===== src/rtl/mips_mc_core.sv =====
// Multi-cycle 16-bit-instruction MIPS-like core: FETCH/DECODE/EXEC/MEM/WB with
// req/ack instruction and data ports and a terminal HALT state.
module mips_mc_core #(
    parameter int unsigned       XLEN     = 16,
    parameter logic [XLEN-1:0]   RESET_PC = '0
) (
    input  logic            clk,
    input  logic            reset,
    output logic            imem_req,
    output logic [XLEN-1:0] imem_addr,
    input  logic            imem_ack,
    input  logic [15:0]     imem_rdata,
    output logic            dmem_req,
    output logic            dmem_we,
    output logic [XLEN-1:0] dmem_addr,
    output logic [XLEN-1:0] dmem_wdata,
    input  logic            dmem_ack,
    input  logic [XLEN-1:0] dmem_rdata,
    output logic [XLEN-1:0] pc_out,
    output logic            halted
);

    typedef enum logic [2:0] {StFetch, StDecode, StExec, StMem, StWb, StHalt} state_e;

    localparam logic [2:0] OpR    = 3'b000;
    localparam logic [2:0] OpSlti = 3'b001;
    localparam logic [2:0] OpJ    = 3'b010;
    localparam logic [2:0] OpJal  = 3'b011;
    localparam logic [2:0] OpLw   = 3'b100;
    localparam logic [2:0] OpSw   = 3'b101;
    localparam logic [2:0] OpBeq  = 3'b110;
    localparam logic [2:0] OpAddi = 3'b111;

    state_e          state_q;
    logic [XLEN-1:0] pc_q, npc_q, a_q, b_q, alu_q;
    logic [15:0]     ir_q;
    logic [XLEN-1:0] rf_q [8];

    logic [2:0]      op, rs, rt, rd, wb_dst;
    logic [3:0]      funct;
    logic [XLEN-1:0] simm, pc2, br_tgt, j_tgt;
    logic [XLEN-1:0] alu_res, exec_npc;
    state_e          exec_next;

    assign op     = ir_q[15:13];
    assign rs     = ir_q[12:10];
    assign rt     = ir_q[9:7];
    assign rd     = ir_q[6:4];
    assign funct  = ir_q[3:0];
    assign simm   = {{(XLEN-7){ir_q[6]}}, ir_q[6:0]};
    assign pc2    = pc_q + XLEN'(2);
    assign br_tgt = pc2 + (simm << 1);
    assign j_tgt  = {pc2[XLEN-1:14], ir_q[12:0], 1'b0};
    assign wb_dst = (op == OpR) ? rd : (op == OpJal) ? 3'd7 : rt;

    assign imem_addr = pc_q;
    assign pc_out    = pc_q;

    always_comb begin
        alu_res   = '0;
        exec_npc  = pc2;
        exec_next = StFetch;
        case (op)
            OpR: begin
                case (funct)
                    4'd0: begin alu_res = a_q + b_q; exec_next = StWb; end
                    4'd1: begin alu_res = a_q - b_q; exec_next = StWb; end
                    4'd2: begin alu_res = a_q & b_q; exec_next = StWb; end
                    4'd3: begin alu_res = a_q | b_q; exec_next = StWb; end
                    4'd4: begin
                        alu_res   = {{(XLEN-1){1'b0}}, $signed(a_q) < $signed(b_q)};
                        exec_next = StWb;
                    end
                    4'd8:    exec_npc  = a_q;
                    4'd15:   exec_next = StHalt;
                    default: ;
                endcase
            end
            OpSlti: begin
                alu_res   = {{(XLEN-1){1'b0}}, $signed(a_q) < $signed(simm)};
                exec_next = StWb;
            end
            OpJ:  exec_npc = j_tgt;
            OpJal: begin
                exec_npc  = j_tgt;
                alu_res   = pc2;
                exec_next = StWb;
            end
            OpLw, OpSw: exec_next = StMem;
            OpBeq: if (a_q == b_q) exec_npc = br_tgt;
            OpAddi: begin
                alu_res   = a_q + simm;
                exec_next = StWb;
            end
            default: ;
        endcase
    end

    always_ff @(posedge clk or posedge reset) begin
        if (reset) begin
            state_q    <= StFetch;
            pc_q       <= RESET_PC;
            npc_q      <= '0;
            ir_q       <= '0;
            a_q        <= '0;
            b_q        <= '0;
            alu_q      <= '0;
            imem_req   <= 1'b0;
            dmem_req   <= 1'b0;
            dmem_we    <= 1'b0;
            dmem_addr  <= '0;
            dmem_wdata <= '0;
            halted     <= 1'b0;
            for (int i = 0; i < 8; i++) rf_q[i] <= '0;
        end else begin
            case (state_q)
                StFetch: begin
                    // Request comes up one clock after reset release.
                    if (!imem_req) begin
                        imem_req <= 1'b1;
                    end else if (imem_ack) begin
                        ir_q     <= imem_rdata;
                        imem_req <= 1'b0;
                        state_q  <= StDecode;
                    end
                end
                StDecode: begin
                    a_q     <= rf_q[rs];
                    b_q     <= rf_q[rt];
                    state_q <= StExec;
                end
                StExec: begin
                    alu_q   <= alu_res;
                    npc_q   <= exec_npc;
                    state_q <= exec_next;
                    case (exec_next)
                        StFetch: begin
                            pc_q     <= exec_npc;
                            imem_req <= 1'b1;
                        end
                        StHalt: begin
                            pc_q   <= exec_npc;
                            halted <= 1'b1;
                        end
                        StMem: begin
                            dmem_req   <= 1'b1;
                            dmem_we    <= (op == OpSw);
                            dmem_addr  <= a_q + simm;
                            dmem_wdata <= b_q;
                        end
                        default: ;
                    endcase
                end
                StMem: begin
                    if (dmem_ack) begin
                        dmem_req <= 1'b0;
                        dmem_we  <= 1'b0;
                        if (dmem_we) begin
                            pc_q     <= npc_q;
                            imem_req <= 1'b1;
                            state_q  <= StFetch;
                        end else begin
                            alu_q   <= dmem_rdata;
                            state_q <= StWb;
                        end
                    end
                end
                StWb: begin
                    if (wb_dst != 3'd0) rf_q[wb_dst] <= alu_q;
                    pc_q     <= npc_q;
                    imem_req <= 1'b1;
                    state_q  <= StFetch;
                end
                StHalt: ;
                default: state_q <= StFetch;
            endcase
        end
    end

endmodule


===== config.mk =====
export PLATFORM = sky130hd
export DESIGN_NAME = mips_mc_core
export DESIGN_NICKNAME = d
export VERILOG_FILES = /design/src/rtl/mips_mc_core.sv
export SDC_FILE = /design/constraint.sdc
export NUM_CORES = 1
export LEC_CHECK = 0
export BUFFER_PORTS_ARGS = -buffer_cell sky130_fd_sc_hd__buf_2
export CORE_ASPECT_RATIO = 0.5
export CORE_MARGIN = 2
export CORE_UTILIZATION = 55
export DETAILED_ROUTE_END_ITERATION = 12
export GPL_ROUTABILITY_DRIVEN = 0
export PLACE_DENSITY = 0.71
export SYNTH_ARGS = -nofsm -noshare
export SYNTH_HDL_FRONTEND = slang
export SYNTH_SLANG_ARGS = --single-unit

===== constraint.sdc =====
create_clock -name clk -period 12.95 [get_ports clk]
set_input_delay 0.6475 -clock clk [delete_from_list [all_inputs] [get_ports clk]]
set_output_delay 0.6475 -clock clk [all_outputs]
set_load 0.01 [all_outputs]

# == Word-level counts from Yosys, hierarchy flattened ==
# Cells that the tools add are included.
# totals
ff_bits,263
output_inout_bits,68
# op_classes
n_addsub,5
n_lt_le_gt_ge,6
eq_ne,29
n_mux,41
bitwise,6
n_reduce_logical,23
# op_table
cell,count
16-bit two-way mux,12
128-bit bitwise mux,1
16-bit binary-select mux with 3-bit select,2
16-bit one-hot mux with 3 select lines,2
16-bit one-hot mux with 5 select lines,1
16-bit one-hot mux with 4 select lines,1
16-bit adder,3
16-bit demux with 3-bit select,1
16-bit one-hot mux with 2 select lines,1
"3-bit == test, second input constant",7
3-bit two-way mux,6
"16-bit by 2-bit adder with 16-bit output, second input constant",1
16-bit bitwise AND,1
16-bit == test,1
16-bit < comparator,1
16-bit by 7-bit < comparator with 1-bit output,1
16-bit OR,1
16-bit subtractor,1
"3-bit by 2-bit == test with 1-bit output, second input constant",5
3-bit one-hot mux with 5 select lines,1
"2-bit != test, second input constant",7
"4-bit greater-or-equal comparator, second input constant",3
3-bit NOT with 4-bit output,3
4-bit AND reduction,3
other kinds (24),44

# == Logic depth before layout (Yosys ltp) ==
# depth
depth_word,9
mapped_depth,14

# == Worst setup path before layout ==
# Ideal clock, no wire load.
# synth_path
path_kind,flip-flop to flip-flop
from,reg pc_q[3] (netlist: imem_addr[3])
to,reg pc_q[13] (netlist: imem_addr[13])
setup_time_ps,118
arrival_ps,2975
t_required_ps,12832
slack_ps,9857
stages_incl_launch_ff,15
path_buffers,0
period_less_slack_ps,3093
path_cell_list,dfrtp_1 and4_1 and3_1 nand2_1 xnor2_1 ha_1 o21a_1 a21oi_1 a211oi_1 o21ai_0 a21oi_1 xor2_1 a221oi_1 a21oi_1 a21o_1
# synth_between
elab_chain_len,6
# synth_lines
item,line_no,rtl
"start, declared",35,"logic [XLEN-1:0] pc_q, npc_q, a_q, b_q, alu_q;"
"start signal, assigned",138,pc_q <= exec_npc;
"start signal, assigned",142,pc_q <= exec_npc;
"start signal, assigned",159,pc_q <= npc_q;
16-bit by 2-bit adder with 16-bit output *,51,assign pc2 = pc_q + XLEN'(2);
16-bit adder,52,assign br_tgt = pc2 + (simm << 1);
16-bit two-way mux,90,OpBeq: if (a_q == b_q) exec_npc = br_tgt;
16-bit one-hot mux with 3 select lines *,63,case (op)
16-bit two-way mux *,136,case (exec_next)
16-bit one-hot mux with 3 select lines *,116,case (state_q)
# Every way passes the cells marked *; elsewhere a longest branch is shown, timed or not. The select of a mux whose other input is x is not followed.
# A chain may end at the register's enable or synchronous reset.

# == Worst setup path in the final report ==
# layout_path
from,reg ir_q[9]
to,reg rf_q[40] (netlist bit)
# layout_between
elab_chain_len,8
# layout_lines
item,line_no,rtl
"start, declared",36,logic [15:0] ir_q;
"start signal, assigned",122,ir_q <= imem_rdata;
3-bit two-way mux * (2 in a row),54,assign wb_dst = (op == OpR) ? rd : (op == OpJal) ? 3'd7 : rt;
3-bit NOT with 4-bit output (not written as such),169,if (wb_dst != 3'd0) rf_q[wb_dst] <= alu_q;
4-bit greater-or-equal comparator (not written as such) or 4-bit by 1-bit < comparator with 1-bit output (tied branches),169,
1-bit logical AND (not written as such),169,
16-bit two-way mux (not written as such),169,
16-bit demux with 3-bit select,169,
128-bit bitwise mux,169,
"end signal, assigned by index",169,
"end, declared",37,logic [XLEN-1:0] rf_q [8];
# Every way passes the cells marked *; elsewhere a longest branch is shown, timed or not.

==> flow_summary.toml <==
[setup_path]
critPathMaxFanout = 19
cp.arrival_ns = 4.55
start_kind = "register"
cpMaxStageDelayCell = "dfrtp_1"
cpLargestDelayFamily = "flip-flops"
path_buf_inv = 1
crit_path_end_kind = "register"
critPathKind = "reg2reg"
worstPathRequired_ns = 13.41
crit_path_cell_trace = "clkinv_1 -> a22oi_1 -> o22a_1 -> nand3b_1 -> mux2_2"
cp_slowest_stage_delay_ns = 0.93

[pwr]
ir_worst_vdd_mv = 0.103
clock_power_share = 0.149
powerDensity_mw_per_mm2 = 299
seq_power_share = 0.296
combPwrFrac = 0.555
leakagePower_nw = 8.42
switchingPower_mw = 2.61
p_int_mw = 2.85
switching_share = 0.478

[hold_path]
hold_path_class = "in2async"

[sta]
max_freq_mhz = 244
fin_tns_setup_ns = 0
clock_skew_ns = 0.0136
slew_violations = 0
finalCritPeriodShare = 0.316
min_period_ns = 4.10
hold_viol = 0
tightest_slew_ns = 1.23
rsz0062_at_grt = "no"
relSlewSlack = 0.178
finalSetupViolCount = 0

[grt]
antenna_found_initial = 0
grt_pass1_vias = 13300
grtUsageTotal = 0.306
grt_max_degree = 130
grt_pass1_wl_um = 75800
overflow = 0

[yosys]
synth_common_cells = "263 x dfrtp_1, 161 x nand2_1, 127 x nor2_1"
yosysTopAreaCell = "dfrtp_1"
synthArstFlopShare = 1.00
yosysMostFrequentCell = "dfrtp_1"
ys_ff_latch = 263
syn_area_per_cell_um2 = 10.2
ys.flop_type = "dfrtp_1"
synth_area_mm2 = 0.0167
syn_nets = 1770
synth_edf_count = 0
yosysTopAreaCellShare = 0.393
yosys_warnings = 0
ys_types = 85
netlist_instances = 1636
ys_seq_area_frac = 0.393
synth_area_leaders = "dfrtp_1 39%, mux4_2 8.7%, mux2_2 8.0%"

[placed_design]
placed_area_mm2 = 0.0174
io_buffers = 103
detailedPlacementHpwl_um = 34400

[clocking]
htree_levels = 1
cts_buffers = 26
hold_buffers = 0
postCtsSetupRepairBufs = 0
clk_pin_slew_ns = 0.07
clock_insertion_delay_worst_skew_ns = 0.58
clock_path_buffers = 3
cts_resized = 0
cts_tree = "built"
cts.sinks = 263
clockRootBuffer = "clkbuf_16"

[floorplanning]
coreArea_mm2 = 0.0301
dieArea_mm2 = 0.0319
die_h_um = 127
std_cell_rows = 45
io_pins = 104
start_util = 0.556
die_w_um = 251

[layout]
final_nets = 1804
area_growth_pct = 9.37
fill_cells = 2404
drive_above_1_share = 0.228
stdcell_area_mm2 = 0.0183

[drt]
drt-pass1-iter-count = 8
wl_um = 48600
drc = 0
drt_iter0_drc = 1631
wl_per_cell_um = 23.2
routed-via-count = 13500
ant_nets = 0
via_per_inst = 6.47

[run_status]
status = "finished clean"

[job]
max_cap_viol_count = 0
layer usage:
layer	part of all wire	up-vias	wire, µm	GRT usage
li1	-	6023	-	-
met1	0.43	6743	20800	0.425
met2	0.45	649	21600	0.485
met3	0.092	124	4490	0.0662
met4	0.033	0	1610	0.0955
met5	0	-	0	0
final cells by class:
cell class | count | area (µm²) | area share
antenna | 3 | 7.51 | 0.000410
clock buffer | 35 | 744 | 0.0407
clock inverter | 12 | 164 | 0.00895
inverter | 71 | 274 | 0.0150
multi-input combinational | 1184 | 9360 | 0.511
sequential | 263 | 6580 | 0.360
tap | 399 | 499 | 0.0273
timing repair buffer | 124 | 673 | 0.0368
power groups by stage:
stage / Combinational (mW) / Sequential, mW / Clock [mW]
floorplan: 2.29 / 1.41 / 0
global route: 3.29 / 1.66 / 0.854
finish: 3.04 / 1.62 / 0.813
CTS: 2.97 / 1.60 / 0.820
detailed placement: 2.95 / 1.61 / 0
global placement: 2.87 / 1.58 / 0
stage by stage:
stage | utilization | setup WS (ns) | hold WS [ns] | cells | power (mW)
floorplan | - | 5.06 | 0.441 | 1636 | 3.70
global placement | 0.577 | 9.19 | 0.376 | 2041 | 4.44
detailed placement | 0.577 | 8.96 | 0.383 | 2041 | 4.56
CTS | 0.608 | 8.94 | 0.260 | 2088 | 5.39
global route | 0.608 | 8.74 | 0.278 | 2088 | 5.80
finish | 0.608 | 8.85 | 0.232 | 2091 | 5.47
state kept, by name (all words and copies together) (netlist names):
name and flops:
dmem_req 1, state_q 3, imem_addr 16, npc_q 16, dmem_addr 16, a_q 16
rf_q 128, b_q 16, dmem_wdata 16, alu_q 16, ir_q 16, dmem_we 1
imem_req 1, halted 1
worst paths after layout:
| kind | start | end | slack, ns | cells past startpoint |
|---|---|---|---|---|
| worst max-delay path | ir_q[9] | rf_q[40] | 8.85 | 5 |
| worst min-delay path | reset | rf_q[102] | 0.23 | 2 |
| worst max register to register | ir_q[9] | rf_q[40] | 8.85 | 5 |
| worst min register to register | rf_q[118] | rf_q[118] | 0.39 | 0 |
| max in group asynchronous | reset | ir_q[7] | 10.41 | 4 |
| min in group clk | imem_rdata[0] | ir_q[0] | 0.27 | 3 |
cells in the final DEF, fill, tap and decap left out, types with 14 or more instances in the layout:
cell type	instances
mux2i_1	23
xnor2_1	32
xor2_1	16
nor3_1	24
nand2b_1	23
ha_1	94
dfrtp_1	261
buf_2	103
inv_1	68
buf_4	21
a31oi_1	23
a21oi_1	100
mux2_2	119
o21ai_0	104
mux4_2	65
nand2_1	161
a21o_1	19
nand3_1	15
clkbuf_16	26
nor2_1	126
o211ai_1	14
logic make-up after synthesis:
group	after synthesis	synth area share
AND/OR/NAND/NOR	423	0.117
AO/OA/AOI/OAI	406	0.158
flip-flops	263	0.393
multiplexers	209	0.183
buffers and inverters	189	0.0492
adder cells (fa/ha/maj)	98	0.0750
XOR/XNOR	48	0.0251
No activity file was read; power rests on OpenSTA's default activity.
